File: src/rtl/div_unit.sv
// Signed 32-bit restoring divider: done 35 edges after start (1 PREP, 32 ITER, 1 FIX, 1 DONE).
// Optional DIV_UNIT_DIVZERO_TRAP_EN adds div_by_zero and a 2-edge early exit for divisor == 0.
module div_unit (
  input  logic        clk,
  input  logic        reset,
  input  logic        start,
  input  logic [31:0] dividend,
  input  logic [31:0] divisor,
  output logic        busy,
  output logic        done,
  output logic [31:0] quotient,
  output logic [31:0] remainder,
  output logic [63:0] result
`ifdef DIV_UNIT_DIVZERO_TRAP_EN
  ,
  output logic        div_by_zero
`endif
);

  typedef enum logic [2:0] {
    S_IDLE = 3'd0,
    S_PREP = 3'd1,
    S_ITER = 3'd2,
    S_FIX  = 3'd3,
    S_DONE = 3'd4
  } state_t;

  state_t      state_q, state_d;
  logic [31:0] dvd_q, dvd_d;
  logic [31:0] dsr_q, dsr_d;
  logic [32:0] rem_q, rem_d;
  logic [5:0]  cnt_q, cnt_d;
  logic        sn_q, sn_d;
  logic        sd_q, sd_d;
  logic [31:0] quo_q, quo_d;
  logic [31:0] remo_q, remo_d;
  logic        dz_hit;
  logic [33:0] shifted;
  logic [33:0] trial;

`ifdef DIV_UNIT_DIVZERO_TRAP_EN
  logic dz_q, dz_d;
  assign dz_hit = (dsr_q == 32'd0);
`else
  assign dz_hit = 1'b0;
`endif

  // One restoring step; the extra top bit of trial acts as the borrow.
  assign shifted = {rem_q, dvd_q[31]};
  assign trial   = shifted - {2'b00, dsr_q};

  always_ff @(posedge clk) begin
    if (reset) begin
      state_q <= S_IDLE;
      dvd_q   <= '0;
      dsr_q   <= '0;
      rem_q   <= '0;
      cnt_q   <= '0;
      sn_q    <= 1'b0;
      sd_q    <= 1'b0;
      quo_q   <= '0;
      remo_q  <= '0;
`ifdef DIV_UNIT_DIVZERO_TRAP_EN
      dz_q    <= 1'b0;
`endif
    end else begin
      state_q <= state_d;
      dvd_q   <= dvd_d;
      dsr_q   <= dsr_d;
      rem_q   <= rem_d;
      cnt_q   <= cnt_d;
      sn_q    <= sn_d;
      sd_q    <= sd_d;
      quo_q   <= quo_d;
      remo_q  <= remo_d;
`ifdef DIV_UNIT_DIVZERO_TRAP_EN
      dz_q    <= dz_d;
`endif
    end
  end

  always_comb begin
    state_d = state_q;
    case (state_q)
      S_IDLE:  if (start) state_d = S_PREP;
      S_PREP:  state_d = dz_hit ? S_DONE : S_ITER;
      S_ITER:  if (cnt_q == 6'd31) state_d = S_FIX;
      S_FIX:   state_d = S_DONE;
      S_DONE:  state_d = S_IDLE;
      default: state_d = S_IDLE;
    endcase
  end

  always_comb begin
    dvd_d  = dvd_q;
    dsr_d  = dsr_q;
    rem_d  = rem_q;
    cnt_d  = cnt_q;
    sn_d   = sn_q;
    sd_d   = sd_q;
    quo_d  = quo_q;
    remo_d = remo_q;
`ifdef DIV_UNIT_DIVZERO_TRAP_EN
    dz_d   = dz_q;
`endif
    case (state_q)
      S_IDLE: begin
        if (start) begin
          dvd_d = dividend;
          dsr_d = divisor;
          sn_d  = dividend[31];
          sd_d  = divisor[31];
`ifdef DIV_UNIT_DIVZERO_TRAP_EN
          dz_d  = 1'b0;
`endif
        end
      end
      S_PREP: begin
        // Negating 0x80000000 yields 0x80000000, which is the correct unsigned magnitude.
        dvd_d = sn_q ? -dvd_q : dvd_q;
        dsr_d = sd_q ? -dsr_q : dsr_q;
        rem_d = '0;
        cnt_d = '0;
`ifdef DIV_UNIT_DIVZERO_TRAP_EN
        if (dz_hit) begin
          quo_d  = '0;
          remo_d = dvd_q;
          dz_d   = 1'b1;
        end
`endif
      end
      S_ITER: begin
        if (!trial[33]) begin
          rem_d = trial[32:0];
          dvd_d = {dvd_q[30:0], 1'b1};
        end else begin
          rem_d = shifted[32:0];
          dvd_d = {dvd_q[30:0], 1'b0};
        end
        cnt_d = cnt_q + 6'd1;
      end
      S_FIX: begin
        quo_d  = (sn_q ^ sd_q) ? -dvd_q : dvd_q;
        remo_d = sn_q ? -rem_q[31:0] : rem_q[31:0];
      end
      default: ;
    endcase
  end

  always_comb begin
    busy      = (state_q != S_IDLE);
    done      = (state_q == S_DONE);
    quotient  = quo_q;
    remainder = remo_q;
    result    = {remo_q, quo_q};
`ifdef DIV_UNIT_DIVZERO_TRAP_EN
    div_by_zero = dz_q && (state_q == S_DONE);
`endif
  end

endmodule
File: config.mk
export PLATFORM = sky130hd
export DESIGN_NAME = div_unit
export DESIGN_NICKNAME = d
export VERILOG_FILES = /design/src/rtl/div_unit.sv
export SDC_FILE = /design/constraint.sdc
export NUM_CORES = 1
export LEC_CHECK = 0
export ABC_CLOCK_PERIOD_IN_PS = 3200
export BUFFER_PORTS_ARGS = -buffer_cell sky130_fd_sc_hd__buf_2
export CORE_UTILIZATION = 27
export CTS_CLUSTER_SIZE = 30
export DETAILED_ROUTE_END_ITERATION = 8
export GPL_TIMING_DRIVEN = 0
export PLACE_DENSITY_LB_ADDON = 0.08
export SYNTH_ARGS = -nofsm -noshare
export SYNTH_HDL_FRONTEND = slang
export SYNTH_SLANG_ARGS = --single-unit
export TNS_END_PERCENT = 10
File: constraint.sdc
create_clock -name clk -period 3.2 [get_ports clk]
set_input_delay 0.64 -clock clk [delete_from_list [all_inputs] [get_ports clk]]
set_output_delay 0.64 -clock clk [all_outputs]
set_load 0.03 [all_outputs]
---- Yosys cells after proc, flatten, opt, wreduce, memory -nomap -nowiden ----
Index checks and enable logic that the tools add are counted.
W data, S select, Z words.
cells by class
  add/sub/neg operators ................... 5
  eq/ne operators ......................... 9
  mux-type cells .......................... 15
  bitwise logic cells ..................... 1
  reduce and logical (&&, ||, !) cells .... 9
operators by type and width
  kind                   number
  $mux W32               6
  $neg A32 Y32           3
  $pmux W32 S3           1
  $pmux W33 S2           1
  $pmux W32 S2           1
  $sub A34 B32 Y34       1
  $mux W33               1
  $pmux W3 S4            1
  $pmux W6 S2            1
  $ne A2 B2 Y1 const B   4
  $add A6 B1 Y6 const B  1
  $eq A3 B2 Y1 const B   2
  $eq A6 B5 Y1 const B   1
  $mux W3                2
  $reduce_and A3 Y1      2
  $reduce_bool A3 Y1     2
  $reduce_and A2 Y1      2
  $reduce_bool A2 Y1     2
  $eq A3 B1 Y1 const B   1
  $eq A3 B3 Y1 const B   1
  $logic_not A3 Y1       1
  $mux W1                1
  $xor A1 B1 Y1          1
storage, ports and cells
  register bits ........................... 172
  input bits .............................. 67
  word-level logic and storage cells ...... 48

---- Logic depth before layout (Yosys ltp) ----
Gate-level depths: netlist of run 1.
  depth in word-level cells ............... 3
  mapped depth ............................ 14
  gate-level depth less buffers ........... 13

---- Worst setup path before layout of run 1 ----
Ideal clock, no wire load.
  kind .................................... register to register
  start point ............................. register dvd_q[31]
  end point ............................... register rem_q[32]
  setup time .............................. 0.122 ns
  data arrival time ....................... 2.881 ns
  required time ........................... 3.078 ns
  slack ................................... 0.197 ns
  stages on the path, launching flop included .. 14
  path buffers ............................ 0
  clock period less this slack ............ 3.003 ns
  cell sequence ........................... dfxtp_1 > inv_1 > ha_1 > inv_1 > fa_1 > a21o_1 > a221o_1 > a41oi_1 > a21oi_1 > o211ai_1 > nand3_1 > a2111oi_0 > xnor2_1 > o21ai_0
on the way
  longest elaborated chain between the ends .. 3
ends and longest elaborated chain
  what                    RTL line  source
  from (decl)             29        logic [31:0] dvd_q, dvd_d;
  from (signal assigned)  68        dvd_q <= dvd_d;
  $sub A34 B32 Y34        50        assign trial = shifted - {2'b00, dsr_q};
  $mux W33                133       if (!trial[33]) begin
  $pmux W33 S2            106       case (state_q)
  to (signal assigned)    70        rem_q <= rem_d;
  to (decl)               31        logic [32:0] rem_q, rem_d;
Every way passes these cells.
A chain may end at the register's enable or synchronous reset.

---- Worst setup path in the final report of run 1 ----
Same ends and word-level chain as after synthesis.

==> results of run 1 <==
## sequential cells by signal (all words and copies together) (netlist names)
name	cells
cnt_q	6
rem_q	33
dvd_q	32
dsr_q	32
sd_q	1
sn_q	1
remainder	32
quotient	32
state_q	3
## logic make-up after synthesis
logic type | synth area share
muxes | 0.01780
xor gates and xnor gates | 0.05451
AOI/OAI and AO/OA | 0.2688
DFF | 0.3062
buffers and inverters | 0.09689
adders and majority gates | 0.04183
and+or+nand+nor | 0.2140
## where the power goes
group / switching (mW) / leakage [nW] / internal [mW]
clock network: 1.09 / 0.268 / 1.04
logic: 1.18 / 3.99 / 0.625
registers: 0.138 / 1.40 / 2.24
total: 2.41 / 5.66 / 3.90
## worst min-delay path: stages
cell     delay [ps]
buf_2            90
a21oi_1          50
nor2_1           70
## metrics by stage
| stage | util | hold WS (ps) | setup TNS (ps) | total power, mW |
|---|---|---|---|---|
| final | 0.3356 | 422.5 | 0 | 6.317 |
| after global routing | 0.3356 | 448.3 | -258.0 | 6.628 |
| after CTS | 0.3333 | 423.2 | -42.18 | 6.325 |
| after detailed placement | 0.3149 | 465.6 | -19610 | 4.145 |
| after global placement | 0.3149 | 460.7 | -20450 | 4.139 |
| after floorplan | - | 451.1 | 0 | 3.552 |
## cell usage in the layout (no fill, tap or decap), types with 25 or more instances in the layout
cell / count
buf_2: 198
nor2_1: 192
dfxtp_1: 164
nand2_1: 140
a21oi_1: 123
o21ai_0: 118
clkbuf_1: 78
buf_4: 73
nor3_1: 56
inv_1: 44
xor2_1: 39
a211oi_1: 35
ha_1: 34
xnor2_1: 31
or3_1: 28
a221oi_1: 25
## routing by layer
metal | track usage | vias to the layer above | wire length (microns)
li1 | - | 5772 | -
met4 | 0.06171 | 0 | 877
met3 | 0.02602 | 42 | 1985
met1 | 0.3146 | 5772 | 22800
met2 | 0.3564 | 325 | 21490
met5 | 0 | - | 0
## area by class of cell
| class | count | area (sq um) |
|---|---|---|
| clock inverters | 15 | 143.9 |
| plain buffers | 162 | 925.9 |
| flip-flops and latches | 172 | 3453 |
| fillers | 4459 | 27190 |
| clock buffers | 17 | 425.4 |
| repair buffers | 200 | 1013 |
| well taps | 532 | 665.6 |
| multi-input cells | 1110 | 6938 |
| inverters | 45 | 168.9 |
## timing repair
item	in CTS	in global routing
resized for setup	32	29
pin swaps	2	4
setup endpoints to repair	43	61
setup buffers	3	2
hold buffers	0	0
## worst max path at each step
| stage | slack, ps | from | depth (start not counted) | endpoint |
|---|---|---|---|---|
| after floorplan | 200 | dvd_q[31] | 13 | rem_q[32] |
| final | 30 | dvd_q[31] | 13 | rem_q[32] |
| after detailed placement | -720 | dsr_q[4] | 13 | rem_q[7] |
| after CTS | -40 | dvd_q[31] | 13 | rem_q[32] |
| after global placement | -750 | dsr_q[4] | 13 | rem_q[20] |
| after global routing | -110 | dvd_q[31] | 13 | rem_q[28] |
==> results.md, run 1 <==
CTS:
- The master cell of the clock root buffer is clkbuf_16.
- The deepest clock path buffer count is 2.
- The clock transition at the register clock pins on the worst setup and hold paths after CTS is 80 ps.
- The number of buffers inserted during clock tree synthesis is 17.
- The depth of the CTS H-tree is 4.
- Clock latency on the worst-skew pair, taken at its later pin, is 460 ps.
- The TritonCTS clock tree is yes.
- Clock tree synthesis found a total of 172 sinks.

Global route:
- The initial antenna violation count is 0.
- The sum of overflow across all layers after global routing is 0.
- The pin count of the biggest net entering global routing is 19.
- The first global-routing pass estimated 70.33 mm of wire.
- The via count of the first global-routing pass is 10847.
- The all-layer global routing usage is 0.2234.

Outcome:
- The flow ran to the end, and the final reports show no timing, DRC or antenna violations.

Place:
- In this run, placement finished with an instance count of 2218.
- The final weighted congestion of routability-driven global placement is 0.8680.
- The post-DP HPWL is 36.16 mm.
- The worst slack after detailed placement is -722.1 ps.
- After detailed placement, the total cell area comes to 12890 sq um.
- In this run the tool buffered the top-level ports with 195 buffer cells.

Floorplanning:
- The starting density of the core is 0.2748.
- For this design the top-level I/O count stands at 197.
- The die extent in y is 206.1 microns.
- The width of the die is 206.1 microns.
- The floorplan step defined a core boundary enclosing 40920 sq um.
- The overall die area is 42480 sq um.
- The number of cell rows is 74.

Final layout:
- Leaving out filler cells and counting taps, the final layout contains 2253.
- After the last flow step, the layout net total stands at 1812.
- Relative to the synthesized area, the layout overhead comes to 22.12%.
- The antenna diode count is 0.
- The share of final-layout standard cells stronger than drive strength 1 is 0.2162.
- With fillers left out, the area of the finished cells amounts to 13730 sq um.

Timing:
- Of the available clock period, the critical path in the final layout requires 0.9914.
- Setup violations remaining at the end of the flow were counted as 0.
- Measured against its own limit, the worst slew margin works out to 0.2822.
- The clock arrives with 11.96 ps of skew.
- The final max-slew violation count is 0.
- The worst-case setup margin in the final layout is 27.55 ps.
- Based on the critical path, the design can be clocked at up to 0.3152 GHz.
- For the pin with the worst max-slew slack, the measured transition is 1077 ps.
- The time the final worst path needs with I/O delays and setup is 3172 ps.
- Setup repair after global routing could not meet its margin everywhere.
- The total count of hold-check failures in the final report is 0.

Synthesis:
- The netlist area before placement is 11250 sq um.
- After synthesis the netlist holds a flip-flop and latch count of 172.
- The cell count after synthesis came out at 1491.
- In this run the mean area of a mapped cell was 7.543 sq um.
- The largest total area in the synthesized netlist belongs to dfxtp_1.
- The net count after synthesis is 1595.
- The count of different cell masters after synthesis is 74.
- The leading register cell type out of synthesis is dfxtp_1.
- The async set-or-reset flop fraction in the synthesized netlist is 0.
- In the post-synthesis netlist, the biggest area contributors are dfxtp_1, nor2_1, a21oi_1.
- The area share of the largest cell type after synthesis is 0.3062.
- Sorting the synthesized cells by how often they occur yields nor2_1, dfxtp_1, nand2_1.
- The number of enable-type register cells in the synthesized netlist is 0.
- The library cell with the highest instance count after synthesis is nor2_1.
- The fraction of the yosys area taken by sequential cells is 0.3062.
- The Yosys step of the flow raised 0 warnings.

Critical path:
- The worst path buffer plus inverter count is 2.
- The worst setup path is of the reg -> reg kind.
- Measured in cells, the most critical reg-to-reg path has a length of 13.
- Setup slack on the worst reg-to-reg path comes out at 30 ps.
- The nature of the critical path startpoint is a flip-flop.
- The worst register-to-register path ends at rem_q[32].
- The critical-path cell with the highest stage delay is fa_1.
- The category of cells accounting for the largest share of critical-path delay is compound AO/OA/AOI/OAI gates.
- For the worst setup path, the data required time is 3550 ps.
- On the worst path, the slowest cell contributes a delay of 400 ps.
- Traced cell by cell, the critical path runs through inv_2, ha_1, inv_1, fa_1, a21o_1, a221o_1, a41oi_4, a21oi_2, o211ai_1, nand3_2, a2111oi_2, xnor2_1, o21ai_0.
- Along the worst path, the maximum fanout reaches 5.
- The source of the worst register-to-register timing path is dvd_q[31].
- The critical path arrival is 3520 ps.
- The element type at the critical path end is a flip-flop.

Route:
- The via count of the routed design is 11911.
- The post-detailed-route wirelength per cell is 20.93 microns.
- The first routing iteration left 797 violations.
- The remaining antenna violation count is 0.
- After detailed routing, the number of vias per cell comes to 5.287.
- The number of design rule violations left after detail routing is 0.
- The routed design has 47.15 mm of wire.
- The pre-antenna-repair detailed-routing pass consisted of 5 iterations.

Power:
- Power spread over the standard cell area amounts to 459.9 nW/um^2.
- The leakage component of the power is 5.662 nW.
- The worst-case IR drop observed on VDD is 0.3167 mV.

Worst hold path:
- The hold path endpoint is dsr_q[0].
- The worst min-delay path category is in -> reg.
- The worst hold path passes through 3 cells.
- The startpoint identified for the worst hold timing path is divisor[0].

Run:
- The number of max-cap violations is 0.
Note: power is estimated with default switching activity, not from simulation.
==> run 2, diff against run 1 <==
REMOVE_ABC_BUFFERS = 1   (was unset)
==> results.md, run 2 (synthesis results as in run 1) <==
Critical path:
- The delay of the slowest critical-path stage is 390 ps (was 400 ps).
- The nature of the critical path startpoint is a flip-flop (unchanged).
- The critical path data required time was 3500 ps (was 3550 ps).
- The critical path class is reg -> reg (unchanged).
- The first element of the critical path is dvd_q[31] (unchanged).
- The number of cells on the worst reg-to-reg path is 13 (unchanged).
- Crit path cell chain: inv_4, ha_1, inv_1, fa_2, a21o_1, a221o_1, a41oi_4, a21oi_2, o211ai_1, nand3_2, a2111oi_4, xnor2_1, o21ai_1 (was inv_2, ha_1, inv_1, fa_1, a21o_1, a221o_1, a41oi_4, a21oi_2, o211ai_1, nand3_2, a2111oi_2, xnor2_1, o21ai_0).
- The setup slack of the worst register-to-register path is 60 ps (was 30 ps).
- The critical path arrival was 3440 ps (was 3520 ps).
- The critical-path cell with the highest stage delay is a221o_1 (was fa_1).
- The element type at the critical path end is a flip-flop (unchanged).
- The source of the worst register-to-register timing path was dvd_q[31] (unchanged).
- The cell count along the critical path came to 13 (unchanged).
- The critical path endpoint is rem_q[32] (unchanged).
- The category of cells accounting for the largest share of critical-path delay is compound AO/OA/AOI/OAI gates (unchanged).
- The end of the worst register-to-register path is rem_q[32] (unchanged).
- The maximum fanout encountered on the critical timing path is 5 (unchanged).
- The worst path buffer plus inverter count is 2 (unchanged).

Final layout:
- The register with the highest flop count was rem_q (unchanged).
- The area of all placed cells without fillers was 13260 sq um (was 13730 sq um).
- The number of flip-flops in the largest register is 33 (unchanged).
- The final core area utilization came to 0.3241 (was 0.3356).
- The area growth from synthesis to layout is 17.92% (was 22.12%).
- The post-layout net count is 1673 (was 1812).
- Top library cells by usage in the layout, fill and taps aside: buf_2, nor2_1, dfxtp_1 (unchanged).
- The number of fill cells in the layout is 4405 (was 4459).
- The share of final-layout standard cells stronger than drive strength 1 is 0.2042 (was 0.2162).
- The antenna diode count is 0 (unchanged).
- The most common cell after layout, fill and taps aside is buf_2 (unchanged).

Global route:
- The sum of overflow across all layers after global routing came to 0 (unchanged).
- The initial antenna violation count is 0 (unchanged).
- The via count of the first global-routing pass is 10112 (was 10847).
- The global-route wire length before repair was 57.63 mm (was 70.33 mm).
- The all-layer global routing usage is 0.1733 (was 0.2234).
- The pin count of the biggest net entering global routing is 75 (was 19).

Timing:
- The highest attainable clock frequency is 0.3187 GHz (was 0.3152 GHz).
- The transition time of the tightest slew-check pin was 1064 ps (was 1077 ps).
- The final number of setup-violating endpoints was 0 (unchanged).
- RSZ-0062 raised after global routing: true (unchanged).
- The worst-case setup margin in the final layout came to 62.22 ps (was 27.55 ps).
- The final max-slew violation count is 0 (unchanged).
- The final worst clock skew is 11.91 ps (was 11.96 ps).
- The time the final worst path needs with I/O delays and setup was 3138 ps (was 3172 ps).
- The post-route clock period utilization came to 0.9806 (was 0.9914).
- The worst hold slack across all endpoints is 431.2 ps (was 422.5 ps).
- The tightest slew margin relative to the limit is 0.2903 (was 0.2822).
- The aggregate negative setup slack is 0 ps (unchanged).
- The total count of hold-check failures in the final report was 0 (unchanged).

Route:
- The post-detailed-route wirelength per cell is 17.31 microns (was 20.93 microns).
- The number of violations reported at the end of detailed-routing iteration 0 is 444 (was 797).
- The number of iterations in the first detailed-routing pass is 5 (unchanged).
- The via count of the routed design was 10626 (was 11911).
- The total length of routed wires is 36.59 mm (was 47.15 mm).
- The remaining antenna violation count is 0 (unchanged).
- The via count normalized by instance count is 5.026 (was 5.287).
- The number of design rule violations left after detail routing is 0 (unchanged).

Outcome:
- Result of the run: finished clean (unchanged).

Floorplanning:
- The number of cell rows is 74 (unchanged).
- The width of the die is 206.1 microns (unchanged).
- The I/O pin count is 197 (unchanged).
- The die extent in y was 206.1 microns (unchanged).
- The starting density of the core is 0.2748 (unchanged).
- The overall die area was 42480 sq um (unchanged).
- The core region area is 40920 sq um (unchanged).

Place:
- The number of port buffers is 196 (was 195).
- The worst slack after detailed placement is -929.1 ps (was -722.1 ps).
- The instance area after placement is 12340 sq um (was 12890 sq um).
- The final weighted congestion of routability-driven global placement is 0.8090 (was 0.8680).
- The post-DP HPWL is 26.40 mm (was 36.16 mm).

Power:
- The cell area power density is 473.1 nW/um^2 (was 459.9 nW/um^2).
- The maximum ir drop on the vdd rail is 0.3434 mV (was 0.3167 mV).
- The leakage component of the power was 5.338 nW (was 5.662 nW).

CTS:
- The TritonCTS clock tree is yes (unchanged).
- The clock transition at the register clock pins on the worst setup and hold paths after CTS is 70 ps (was 80 ps).
- The number of buffers inserted during clock tree synthesis is 17 (unchanged).
- The total clock sinks came to 172 (unchanged).
- The depth of the CTS H-tree is 4 (unchanged).
- The deepest clock path buffer count is 2 (unchanged).
- The master cell of the clock root buffer is clkbuf_16 (unchanged).
- The insertion delay of the later-clocked pin in the worst-skew pair is 440 ps (was 460 ps).

Run:
- The number of max-cap violations came to 0 (unchanged).

Worst hold path:
- The launch instance of the worst min-delay path is divisor[0] (unchanged).
- The worst min-delay path category is in -> reg (unchanged).
run 2: changes by cell type in the layout (fill, tap and decap cells not counted), moves of 5 or more:
cell	before	now
buf_6	2	8
clkbuf_1	78	1
buf_12	0	5
buf_4	73	9
run 2: final cells by class:
cell class	instances	area, sq um	share of cell area
Clock inverter	10	127.6	0.009623
Inverter	45	171.4	0.01292
Sequential cell	172	3455	0.2605
Tap cell	532	665.6	0.05019
Timing Repair Buffer	223	1374	0.1036
Clock buffer	22	484.2	0.03651
Multi-Input combinational cell	1110	6985	0.5267
run 2: repair_timing:
item / 4_1_cts / 5_1_grt
setup endpoints to repair: 50 / 50
pin swaps: 5 / 7
buffers inserted: 5 / 5
hold buffers: 0 / 0
gates resized for setup: 21 / 31
run 2: how the worst min path moves through the flow:
stage | cells after the start | slack, ps | end
after global placement | 2 | 460 | remainder[30]
final | 3 | 430 | dsr_q[0]
after detailed placement | 2 | 460 | remainder[26]
after CTS | 3 | 410 | dsr_q[0]
after global routing | 3 | 440 | sn_q
after floorplan | 1 | 450 | cnt_q[3]
run 2: power by group:
group	switching [mW]	internal (mW)
logic	1.00	0.638
clock network	0.983	1.25
registers	0.158	2.24
run 2: metrics by stage:
stage               cells  total power [mW]
global placement     2055             3.953
global route         2114             6.658
finish               2114             6.275
CTS                  2109             6.322
detailed placement   2072             4.007
floorplan            1327             3.466
run 2: tightest hold or removal path: stages:
cell     delay [ps]
buf_2            80
a21oi_1          50
nor2_1           70
run 2: routing by layer:
layer | track usage | share of wire | wire length, microns | vias up
li1 | - | - | - | 5483
met1 | 0.2411 | 0.50 | 18320 | 4940
met2 | 0.2832 | 0.46 | 16850 | 191
met3 | 0.02586 | 0.031 | 1130 | 12
met4 | 0.03204 | 0.0077 | 282 | 0
met5 | 0 | 0 | 0 | -
